==> config.mk <==
export PLATFORM = sky130hd
export DESIGN_NAME = joint_pwm_ctrl
export DESIGN_NICKNAME = d
export VERILOG_FILES = /design/src/rtl/joint_pwm_ctrl.sv
export SDC_FILE = /design/constraint.sdc
export NUM_CORES = 1
export LEC_CHECK = 0
export BUFFER_PORTS_ARGS = -buffer_cell sky130_fd_sc_hd__buf_4
export CORE_ASPECT_RATIO = 1.25
export CORE_MARGIN = 2
export CORE_UTILIZATION = 29
export CTS_CLUSTER_DIAMETER = 80
export DETAILED_ROUTE_END_ITERATION = 12
export PLACE_DENSITY_LB_ADDON = 0.15
export SETUP_SLACK_MARGIN = 0.5
export SLEW_MARGIN = 20
export SYNTH_ARGS = -nofsm -noshare
export SYNTH_HDL_FRONTEND = slang
export SYNTH_SLANG_ARGS = --single-unit
==> constraint.sdc <==
create_clock -name clk -period 8.89 [get_ports clk]
set_input_delay 1.778 -clock clk [delete_from_list [all_inputs] [get_ports clk]]
set_output_delay 1.778 -clock clk [all_outputs]
set_load 0.05 [all_outputs]
==> src/rtl/joint_pwm_ctrl.sv <==
// Joint PWM sequencer: clamps and slew-limits the host duty command and inserts
// dead time on direction reversal. A stall supervisor latches a fault when the
// joint is driven hard but the encoder does not move.
module joint_pwm_ctrl #(
    parameter int unsigned UPDATE_DIV  = 1000,
    parameter int unsigned SLEW_STEP   = 100,
    parameter int unsigned DUTY_MAX    = 100000,
    parameter int unsigned DEADTIME    = 5000,
    parameter int unsigned STALL_MIN   = 20000,
    parameter int unsigned STALL_TICKS = 1000,
    parameter int unsigned ENC_BITS    = 32
) (
    input  logic                clk,
    input  logic                rst_n,
    input  logic                enable_in,
    input  logic signed [31:0]  cmd,
    input  logic [ENC_BITS-1:0] enc_pos,
    output logic signed [31:0]  duty_out,
    output logic                joint_enable,
    output logic                fault,
    output logic [1:0]          state
);

    typedef enum logic [1:0] {
        StIdle  = 2'd0,
        StRun   = 2'd1,
        StDead  = 2'd2,
        StFault = 2'd3
    } state_e;

    // Direction codes for last_dir and signs of target/duty
    localparam logic [1:0] DirNone = 2'b00;
    localparam logic [1:0] DirPos  = 2'b01;
    localparam logic [1:0] DirNeg  = 2'b10;

    localparam logic signed [32:0] DutyMax33 = 33'(DUTY_MAX);
    localparam logic signed [31:0] DutyMax   = 32'(DUTY_MAX);
    localparam logic signed [31:0] Step      = 32'(SLEW_STEP);
    localparam logic signed [31:0] StallMin  = 32'(STALL_MIN);
    localparam logic [31:0]        PrescLast = 32'(UPDATE_DIV - 1);
    localparam logic [31:0]        DeadLast  = 32'(DEADTIME - 1);
    localparam logic [31:0]        StallLim  = 32'(STALL_TICKS);

    function automatic logic [1:0] dir_of(input logic signed [31:0] v);
        if (v == '0) begin
            return DirNone;
        end else if (v[31]) begin
            return DirNeg;
        end else begin
            return DirPos;
        end
    endfunction

    state_e                state_q, state_d;
    logic signed [31:0]    duty_out_q, duty_out_d;
    logic                  joint_enable_q, joint_enable_d;
    logic                  fault_q, fault_d;
    logic [1:0]            last_dir_q, last_dir_d;
    logic [31:0]           presc_q, presc_d;
    logic [31:0]           stall_q, stall_d;
    logic [31:0]           dead_q, dead_d;
    logic [ENC_BITS-1:0]   enc_snap_q, enc_snap_d;

    logic signed [32:0]    cmd_ext;
    logic signed [31:0]    target;
    logic                  tick;
    logic signed [31:0]    duty_abs;
    logic signed [31:0]    rev_abs;
    logic signed [31:0]    rev_duty;
    logic signed [31:0]    diff;
    logic signed [31:0]    slew_duty;
    logic [1:0]            tgt_dir;
    logic [1:0]            duty_dir;
    logic                  reversal;
    logic                  dead_entry;
    logic                  stall_cond;
    logic [31:0]           stall_next;

    // Clamp the command in 33 bits so the most negative cmd cannot wrap
    always_comb begin
        cmd_ext = 33'(cmd);
        if (cmd_ext > DutyMax33) begin
            target = DutyMax;
        end else if (cmd_ext < -DutyMax33) begin
            target = -DutyMax;
        end else begin
            target = cmd;
        end
    end

    assign tick = (presc_q == PrescLast);

    // Candidate duty values for a reversal step (toward zero) and a normal slew step
    always_comb begin
        duty_abs = duty_out_q[31] ? -duty_out_q : duty_out_q;
        if (duty_abs > Step) begin
            rev_abs = duty_abs - Step;
        end else begin
            rev_abs = '0;
        end
        rev_duty = duty_out_q[31] ? -rev_abs : rev_abs;

        diff = target - duty_out_q;
        if (diff > Step) begin
            slew_duty = duty_out_q + Step;
        end else if (diff < -Step) begin
            slew_duty = duty_out_q - Step;
        end else begin
            slew_duty = target;
        end
    end

    // Rule qualifiers for the RUN tick decision and stall supervision
    always_comb begin
        tgt_dir    = dir_of(target);
        duty_dir   = dir_of(duty_out_q);
        reversal   = (duty_dir != DirNone) && (tgt_dir != DirNone) && (tgt_dir != duty_dir);
        dead_entry = (duty_dir == DirNone) && (tgt_dir != DirNone) &&
                     (last_dir_q != DirNone) && (tgt_dir != last_dir_q);
        stall_cond = (duty_abs >= StallMin) && (enc_pos == enc_snap_q);
        stall_next = stall_cond ? (stall_q + 32'd1) : '0;
    end

    // Next-state and registered-output logic of the sequencer
    always_comb begin
        state_d        = state_q;
        duty_out_d     = duty_out_q;
        joint_enable_d = joint_enable_q;
        fault_d        = fault_q;
        last_dir_d     = last_dir_q;
        stall_d        = stall_q;
        dead_d         = dead_q;
        presc_d        = tick ? '0 : (presc_q + 32'd1);
        enc_snap_d     = tick ? enc_pos : enc_snap_q;

        unique case (state_q)
            StIdle: begin
                duty_out_d     = '0;
                joint_enable_d = 1'b0;
                fault_d        = 1'b0;
                if (enable_in) begin
                    state_d        = StRun;
                    joint_enable_d = 1'b1;
                    stall_d        = '0;
                end
            end

            StRun: begin
                if (!enable_in) begin
                    state_d        = StIdle;
                    duty_out_d     = '0;
                    joint_enable_d = 1'b0;
                    last_dir_d     = DirNone;
                end else if (tick) begin
                    // Stall wins over any slew action in the same tick
                    if (stall_next >= StallLim) begin
                        state_d        = StFault;
                        duty_out_d     = '0;
                        joint_enable_d = 1'b0;
                        fault_d        = 1'b1;
                        stall_d        = '0;
                    end else begin
                        stall_d = stall_next;
                        if (reversal) begin
                            duty_out_d = rev_duty;
                        end else if (dead_entry) begin
                            state_d = StDead;
                            dead_d  = '0;
                        end else begin
                            duty_out_d = slew_duty;
                            if (slew_duty != '0) begin
                                last_dir_d = dir_of(slew_duty);
                            end
                        end
                    end
                end
            end

            StDead: begin
                duty_out_d = '0;
                if (!enable_in) begin
                    state_d        = StIdle;
                    joint_enable_d = 1'b0;
                    last_dir_d     = DirNone;
                end else if (dead_q == DeadLast) begin
                    state_d    = StRun;
                    last_dir_d = tgt_dir;
                    stall_d    = '0;
                end else begin
                    dead_d = dead_q + 32'd1;
                end
            end

            StFault: begin
                duty_out_d     = '0;
                joint_enable_d = 1'b0;
                fault_d        = 1'b1;
                if (!enable_in) begin
                    state_d    = StIdle;
                    fault_d    = 1'b0;
                    last_dir_d = DirNone;
                end
            end

            default: begin
                state_d = StIdle;
            end
        endcase
    end

    // State and output registers with asynchronous active-low reset
    always_ff @(posedge clk or negedge rst_n) begin
        if (!rst_n) begin
            state_q        <= StIdle;
            duty_out_q     <= '0;
            joint_enable_q <= 1'b0;
            fault_q        <= 1'b0;
            last_dir_q     <= DirNone;
            presc_q        <= '0;
            stall_q        <= '0;
            dead_q         <= '0;
            enc_snap_q     <= '0;
        end else begin
            state_q        <= state_d;
            duty_out_q     <= duty_out_d;
            joint_enable_q <= joint_enable_d;
            fault_q        <= fault_d;
            last_dir_q     <= last_dir_d;
            presc_q        <= presc_d;
            stall_q        <= stall_d;
            dead_q         <= dead_d;
            enc_snap_q     <= enc_snap_d;
        end
    end

    assign duty_out     = duty_out_q;
    assign joint_enable = joint_enable_q;
    assign fault        = fault_q;
    assign state        = state_q;

endmodule
==> impl_metrics.csv, run 1 <==
group,metric,value,unit
outcome,status,"finished, final reports clean",
timing,relSlewSlack,22.40,%
grt,gr-max-usage-layer,"met2",
floorplanning,die_area,0.05752,mm2
critical_path,r2r_slack,2.71,ns
floorplanning,die-height,267.7,um
power,p_leak,8.030,nW
job,maxCapViolCount,0,
synthesis,synth_ff_type,"dfrtp_1",
critical_path,endpoint_kind,"flip-flop",
critical_path,path_buf_inv,6,
grt,first_global_vias,16160,
min_path,min_path_cells,1,
timing,slew_viol_final,0,
finish,multiInputGateArea,0.01138,mm2
detailed_routing,ant_nets,0,
floorplanning,rows,96,
critical_path,r2r_cells,16,
timing,fin_tns_setup,0,ns
finish,final_nets,2297,
synthesis,synthCells,2071,
timing,clock.fmax,122.6,MHz
place,dpl_cell_area,0.01808,mm2
place,dp_slack,0.1634,ns
synthesis,yosysWarnings,0,
detailed_routing,drc,0,
finish,final_area,0.01893,mm2
critical_path,crit_required,9.22,ns
timing,clock_skew,0.01638,ns
clock_network,cts_made_buffers,17,
floorplanning,ioPinCount,103,
power,peakVddDrop,135.4,uV
critical_path,setup.worst_path.class,"in -> reg",
detailed_routing,first_iter_violations,1471,
grt,grtUsageMet2,36.93,%
synthesis,synth-seq-area-share,25.76,%
critical_path,cp_common_cell,"buf_4",
grt,grt_pass1_wl,95120,um
min_path,hold_start,"presc_q[31]",
detailed_routing,wl_per_cell,21.30,um
synthesis,ys_ff_latch,166,
floorplanning,core_area,0.05489,mm2
timing,setup_viol,0,
synthesis,synthesis.nets,2185,
clock_network,cts.sinks,166,
grt,grt_usage,21.27,%
place,place_congestion,1.006,
critical_path,path_delay_family,"compound AO/OA/AOI/OAI gates",
floorplanning,start_util,29.38,%
synthesis,synth_edf_count,0,
min_path,worstHoldEndpoint,"presc_q[31]",
clock_network,clk_path_buf_depth,2,
min_path,holdCritPathClass,"reg -> reg",
clock_network,hold_buffers,0,
clock_network,clk_latency,0.46,ns
critical_path,cp_max_fo,13,
detailed_routing,viasPerCell,5.688,
synthesis,async_reset_ff_share,100.0,%
detailed_routing,firstDrtPassIters,5,
synthesis,syn_area,0.01613,mm2
grt,antenna_found_initial,3,
timing,fin_crit_sh,91.72,%
critical_path,start_kind,"input pin",
critical_path,reg2reg_from,"duty_out[7]",
clock_network,htree_levels,4,
grt,grt_max_degree,93,
place,portBuffers,102,
timing,worst_slew_pin_slew,1.155,ns
timing,period_needed,8.154,ns
detailed_routing,wl,62430,um
power,p_per_area,412.0,mW/mm2
critical_path,rr_endpoint,"duty_out[24]",
finish,fillers,5811,
place,dp_hpwl,48320,um
floorplanning,dieWidth,214.9,um
finish,layout.area.seq,0.004155,mm2
grt,met3_usage,2.271,%
timing,rsz0062_at_grt,"false",
detailed_routing,via_count,16670,
power,p_total,7.797,mW
clock_network,cts_tree,"done",
synthesis,syn_area_per_cell,7.787,um2
timing,fin_ws,0.7360,ns
timing,hold_violations,0,
grt,globalRouteMet1Util,25.91,%
finish,syn_to_final_growth,17.36,%
finish,drive_gt1_share,15.98,%
critical_path,cpPeakStageDelay,0.59,ns
synthesis,synth.distinct_cells,110,
finish,n_antenna_cell,0,
grt,gr-total-overflow,0,
clock_network,cts_root_buf,"clkbuf_16",
critical_path,arrival,8.48,ns
clock_network,clkSlewWorstSetupHoldPaths,0.07,ns
critical_path,critical_path.slowest_cell,"or4_1",
finish,post-route-util,34.48,%
## per-layer routing
metal | part of all wire (%) | wire length, um
met1 | 42 | 25990
met2 | 49 | 30370
met3 | 4.8 | 2985
met4 | 4.9 | 3085
met5 | 0 | 0
## power by group
part,internal (mW),total [mW],switching (mW)
Sequential,0.818,1.03,0.213
Combinational,2.15,5.97,3.82
Clock,0.427,0.796,0.369
## per-stage QoR
stage	hold slack [ns]	cells
after floorplan	0.4426	2071
after global placement	0.4633	2888
after detailed placement	0.4737	2888
after CTS	0.4821	2920
after global routing	0.4963	2931
final	0.4773	2931
## worst max path at each step
| stage | from | endpoint | slack, ns | depth (start not counted) |
|---|---|---|---|---|
| after CTS | cmd[14] | last_dir_q[1] | 0.62 | 27 |
| after detailed placement | cmd[14] | last_dir_q[1] | 0.16 | 26 |
| after floorplan | cmd[14] | last_dir_q[1] | 0.68 | 26 |
| after global routing | cmd[14] | last_dir_q[1] | 0.46 | 27 |
| final | cmd[14] | last_dir_q[1] | 0.74 | 27 |
| after global placement | cmd[14] | last_dir_q[1] | 0.18 | 26 |
## logic make-up after synthesis
| kind of cell | Yosys count | synth area share, % |
|---|---|---|
| XOR/XNOR | 188 | 10.33 |
| multiplexers | 55 | 3.701 |
| buffers and inverters | 191 | 4.740 |
| adder cells (fa/ha/maj) | 47 | 3.693 |
| AND/OR/NAND/NOR | 895 | 28.72 |
| flip-flops | 166 | 25.76 |
| AO/OA/AOI/OAI | 529 | 23.06 |
## what timing repair did
| action | in CTS | in global routing |
|---|---|---|
| setup endpoints to repair | 0 | 2 |
| buffers inserted | 0 | 9 |
| hold endpoints to repair | 0 | 0 |
| gates resized for setup | 0 | 35 |
## cell usage after synthesis, drive strengths merged, types with 20 or more instances
master | n | area (um2)
mux2 | 37 | 416.7
o211ai | 27 | 202.7
or2 | 22 | 137.6
ha | 46 | 575.6
o21ai | 106 | 534.3
xnor2 | 102 | 912.1
xor2 | 86 | 753.2
a21o | 39 | 292.8
nor3 | 88 | 451.7
clkbuf | 80 | 301.5
a21oi | 94 | 481.7
nand2 | 200 | 753.2
and3 | 41 | 256.5
o22ai | 20 | 125.1
o31ai | 26 | 195.2
nand4 | 59 | 369.1
buf | 28 | 151.4
o21a | 26 | 195.2
dfrtp | 166 | 4154
nand3 | 116 | 598.1
nor4 | 46 | 309.0
and2 | 41 | 256.5
a211oi | 20 | 162.7
or3 | 30 | 187.7
inv | 75 | 281.5
nand2b | 21 | 131.4
nor2 | 161 | 606.8
## state kept, by name, indices dropped and copies added (netlist names)
register,flops
dead_q,32
duty_out,32
enc_snap_q,32
fault,1
joint_enable,1
last_dir_q,2
presc_q,32
stall_q,32
state,2
## final cells by class
| cell class | instances | area share [%] |
|---|---|---|
| well taps | 735 | 4.859 |
| inverters | 83 | 1.646 |
| clock buffers | 17 | 2.248 |
| repair buffers | 201 | 8.151 |
| clock inverters | 15 | 1.005 |
| flip-flops and latches | 166 | 21.95 |
| multi-input cells | 1714 | 60.14 |
## layout by cell type, fill, tap and decap left out, types with 16 or more instances in the layout
cell type  synthesis  layout
nand2_1          199     199
a31oi_1           17      16
a211oi_1          19      17
nor4_1            44      42
nand2b_1          21      21
and3_1            41      41
o22ai_1           20      20
mux2i_1           18      18
nand3_1          114     113
xnor2_1          101     101
nor2b_1           17      16
xor2_1            86      85
and2_1            40      40
o21a_1            26      25
inv_1             73      73
o21ai_0           96      93
nand4_1           59      59
o211ai_1          27      27
nor2_1           160     160
or3_1             30      30
dfrtp_1          166     165
a21o_1            39      39
nor3_1            87      84
a21oi_1           91      89
o31ai_1           26      24
ha_1              46      41
a22o_1            19      19
or2_2             19      19
mux2_2            36      36
clkbuf_16          0      17
buf_4              2     195
Note: power is estimated with default switching activity, not from simulation.
==> run 2, diff against run 1 <==
==> constraint.sdc (replaced) <==
create_clock -name clk -period 8.3 [get_ports clk]
set_input_delay 1.66 -clock clk [delete_from_list [all_inputs] [get_ports clk]]
set_output_delay 1.66 -clock clk [all_outputs]
set_load 0.05 [all_outputs]
==> impl_metrics.csv, run 2 (synthesis results as in run 1) <==
group,metric,value,unit
outcome,status,"finished, final reports clean",
critical_path,endpoint_kind,"flip-flop",
detailed_routing,firstDrtPassIters,5,
floorplanning,dieWidth,214.9,um
timing,slew_viol_final,0,
critical_path,critical_path.slowest_cell,"or4_4",
critical_path,arrival,8.16,ns
floorplanning,start_util,29.38,%
critical_path,start_kind,"input pin",
timing,hold_violations,0,
timing,fin_crit_sh,94.32,%
grt,grt_usage,22.05,%
floorplanning,ioPinCount,103,
finish,syn_to_final_growth,27.17,%
finish,n_antenna_cell,0,
detailed_routing,drc,0,
place,dpl_cell_area,0.01917,mm2
power,peakVddDrop,257.1,uV
critical_path,cp_max_fo,5,
detailed_routing,wl,64350,um
detailed_routing,first_iter_violations,1101,
timing,worst_slew_pin_slew,1.062,ns
grt,grt_max_degree,86,
finish,instances_no_fill,3085,
critical_path,crit_required,8.63,ns
min_path,min_path_cells,1,
timing,clock_skew,0.01624,ns
finish,final_nets,2451,
clock_network,clkSlewWorstSetupHoldPaths,0.07,ns
critical_path,cpPeakStageDelay,0.55,ns
detailed_routing,viasPerCell,5.502,
grt,first_global_vias,16820,
critical_path,setup.worst_path.class,"in -> reg",
critical_path,r2r_cells,15,
detailed_routing,via_count,16970,
timing,setup_viol,0,
place,dp_hpwl,51100,um
place,place_congestion,1.002,
clock_network,hold_buffers,0,
finish,final_common_cell,"buf_4",
clock_network,htree_levels,4,
clock_network,cts_tree,"done",
floorplanning,rows,96,
clock_network,cts_root_buf,"clkbuf_16",
power,p_per_area,439.1,mW/mm2
grt,gr-total-overflow,0,
finish,most-common-layout-cells,"buf_4, nand2_1, dfrtp_1",
critical_path,cp_common_cell,"buf_6",
timing,relSlewSlack,28.68,%
detailed_routing,ant_nets,0,
finish,final_area,0.02051,mm2
timing,period_needed,7.828,ns
grt,grt_pass1_wl,98590,um
finish,drive_gt1_share,24.26,%
min_path,holdCritPathClass,"reg -> reg",
clock_network,cts_made_buffers,17,
place,portBuffers,102,
clock_network,clk_path_buf_depth,2,
job,maxCapViolCount,0,
clock_network,clk_latency,0.46,ns
timing,clock.fmax,127.7,MHz
detailed_routing,wl_per_cell,20.86,um
floorplanning,core_area,0.05489,mm2
power,p_leak,8.837,nW
clock_network,cts.sinks,166,
floorplanning,die_area,0.05752,mm2
place,dp.cells,3029,
grt,antenna_found_initial,1,
finish,fillers,5749,
floorplanning,die-height,267.7,um
timing,rsz0062_at_grt,"true",
[run 2: changes by cell type in the layout (fill, tap and decap cells not counted), moves of 5 or more]
cell	previous run	this run
a21oi_1	89	81
nor4_1	42	37
ha_1	41	35
o21ai_2	2	7
buf_4	195	343
o21ai_0	93	82
a21oi_2	4	11
o21ai_1	11	17
[run 2: what timing repair did]
item,in CTS,in global routing
gates cloned,0,1
gates resized for setup,21,97
setup endpoints to repair,3,4
setup buffers,2,21
pin swaps,12,51
[run 2: cell type report]
| type | instances | area [um2] | share of cell area, % |
|---|---|---|---|
| clock inverters | 13 | 160.2 | 0.7809 |
| multi-input cells | 1714 | 11770 | 57.37 |
| inverters | 83 | 311.5 | 1.519 |
| flip-flops and latches | 166 | 4155 | 20.26 |
| clock buffers | 19 | 452.9 | 2.209 |
| repair buffers | 355 | 2744 | 13.38 |
| well taps | 735 | 919.6 | 4.484 |
[run 2: path summary, 6_finish.rpt]
kind | start | end | slack [ns]
setup / recovery | cmd[11] | last_dir_q[1] | 0.47
hold / removal | presc_q[31] | presc_q[31] | 0.47
setup reg to reg | duty_out[7] | duty_out[29] | 2.18
hold reg to reg | presc_q[31] | presc_q[31] | 0.47
max in group asynchronous | rst_n | duty_out[31] | 5.78
min in group asynchronous | rst_n | dead_q[1] | 1.27
[run 2: power by group]
| group | internal, mW | switching (mW) | leakage (nW) |
|---|---|---|---|
| combinational | 2.75 | 4.30 | 6.26 |
| clock | 0.469 | 0.376 | 0.293 |
| sequential | 0.876 | 0.235 | 2.29 |
| total | 4.10 | 4.91 | 8.84 |
[run 2: metrics by stage]
stage,total power [mW],utilization (%),worst slack [ns],setup TNS [ns],hold WS (ns)
final,9.005,37.36,0.4716,0,0.4738
after global routing,9.610,37.36,0.2166,0,0.5134
after CTS,8.719,36.29,0.5473,0,0.4758
after detailed placement,7.756,34.93,-0.3932,-0.6294,0.4583
after global placement,7.768,34.93,-0.2728,-0.3819,0.4581
after floorplan,5.299,-,0.5037,0,0.4426
[run 2: critical path: cells and delay by family]
family / cells / cell delay (ns)
AOI/OAI and AO/OA: 13 / 3.10
buffers and inverters: 7 / 0.96
and+or+nand+nor: 7 / 1.86
adders and majority gates: 1 / 0.23
muxes: 1 / 0.32
[run 2: metal layers]
| metal | vias up | global-route usage (%) | share of wire [%] |
|---|---|---|---|
| met3 | 110 | 2.453 | 3.9 |
| li1 | 8161 | - | - |
| met5 | - | 0 | 0 |
| met2 | 441 | 40.21 | 50 |
| met1 | 8261 | 26.29 | 42 |
| met4 | 0 | 8.953 | 4.0 |
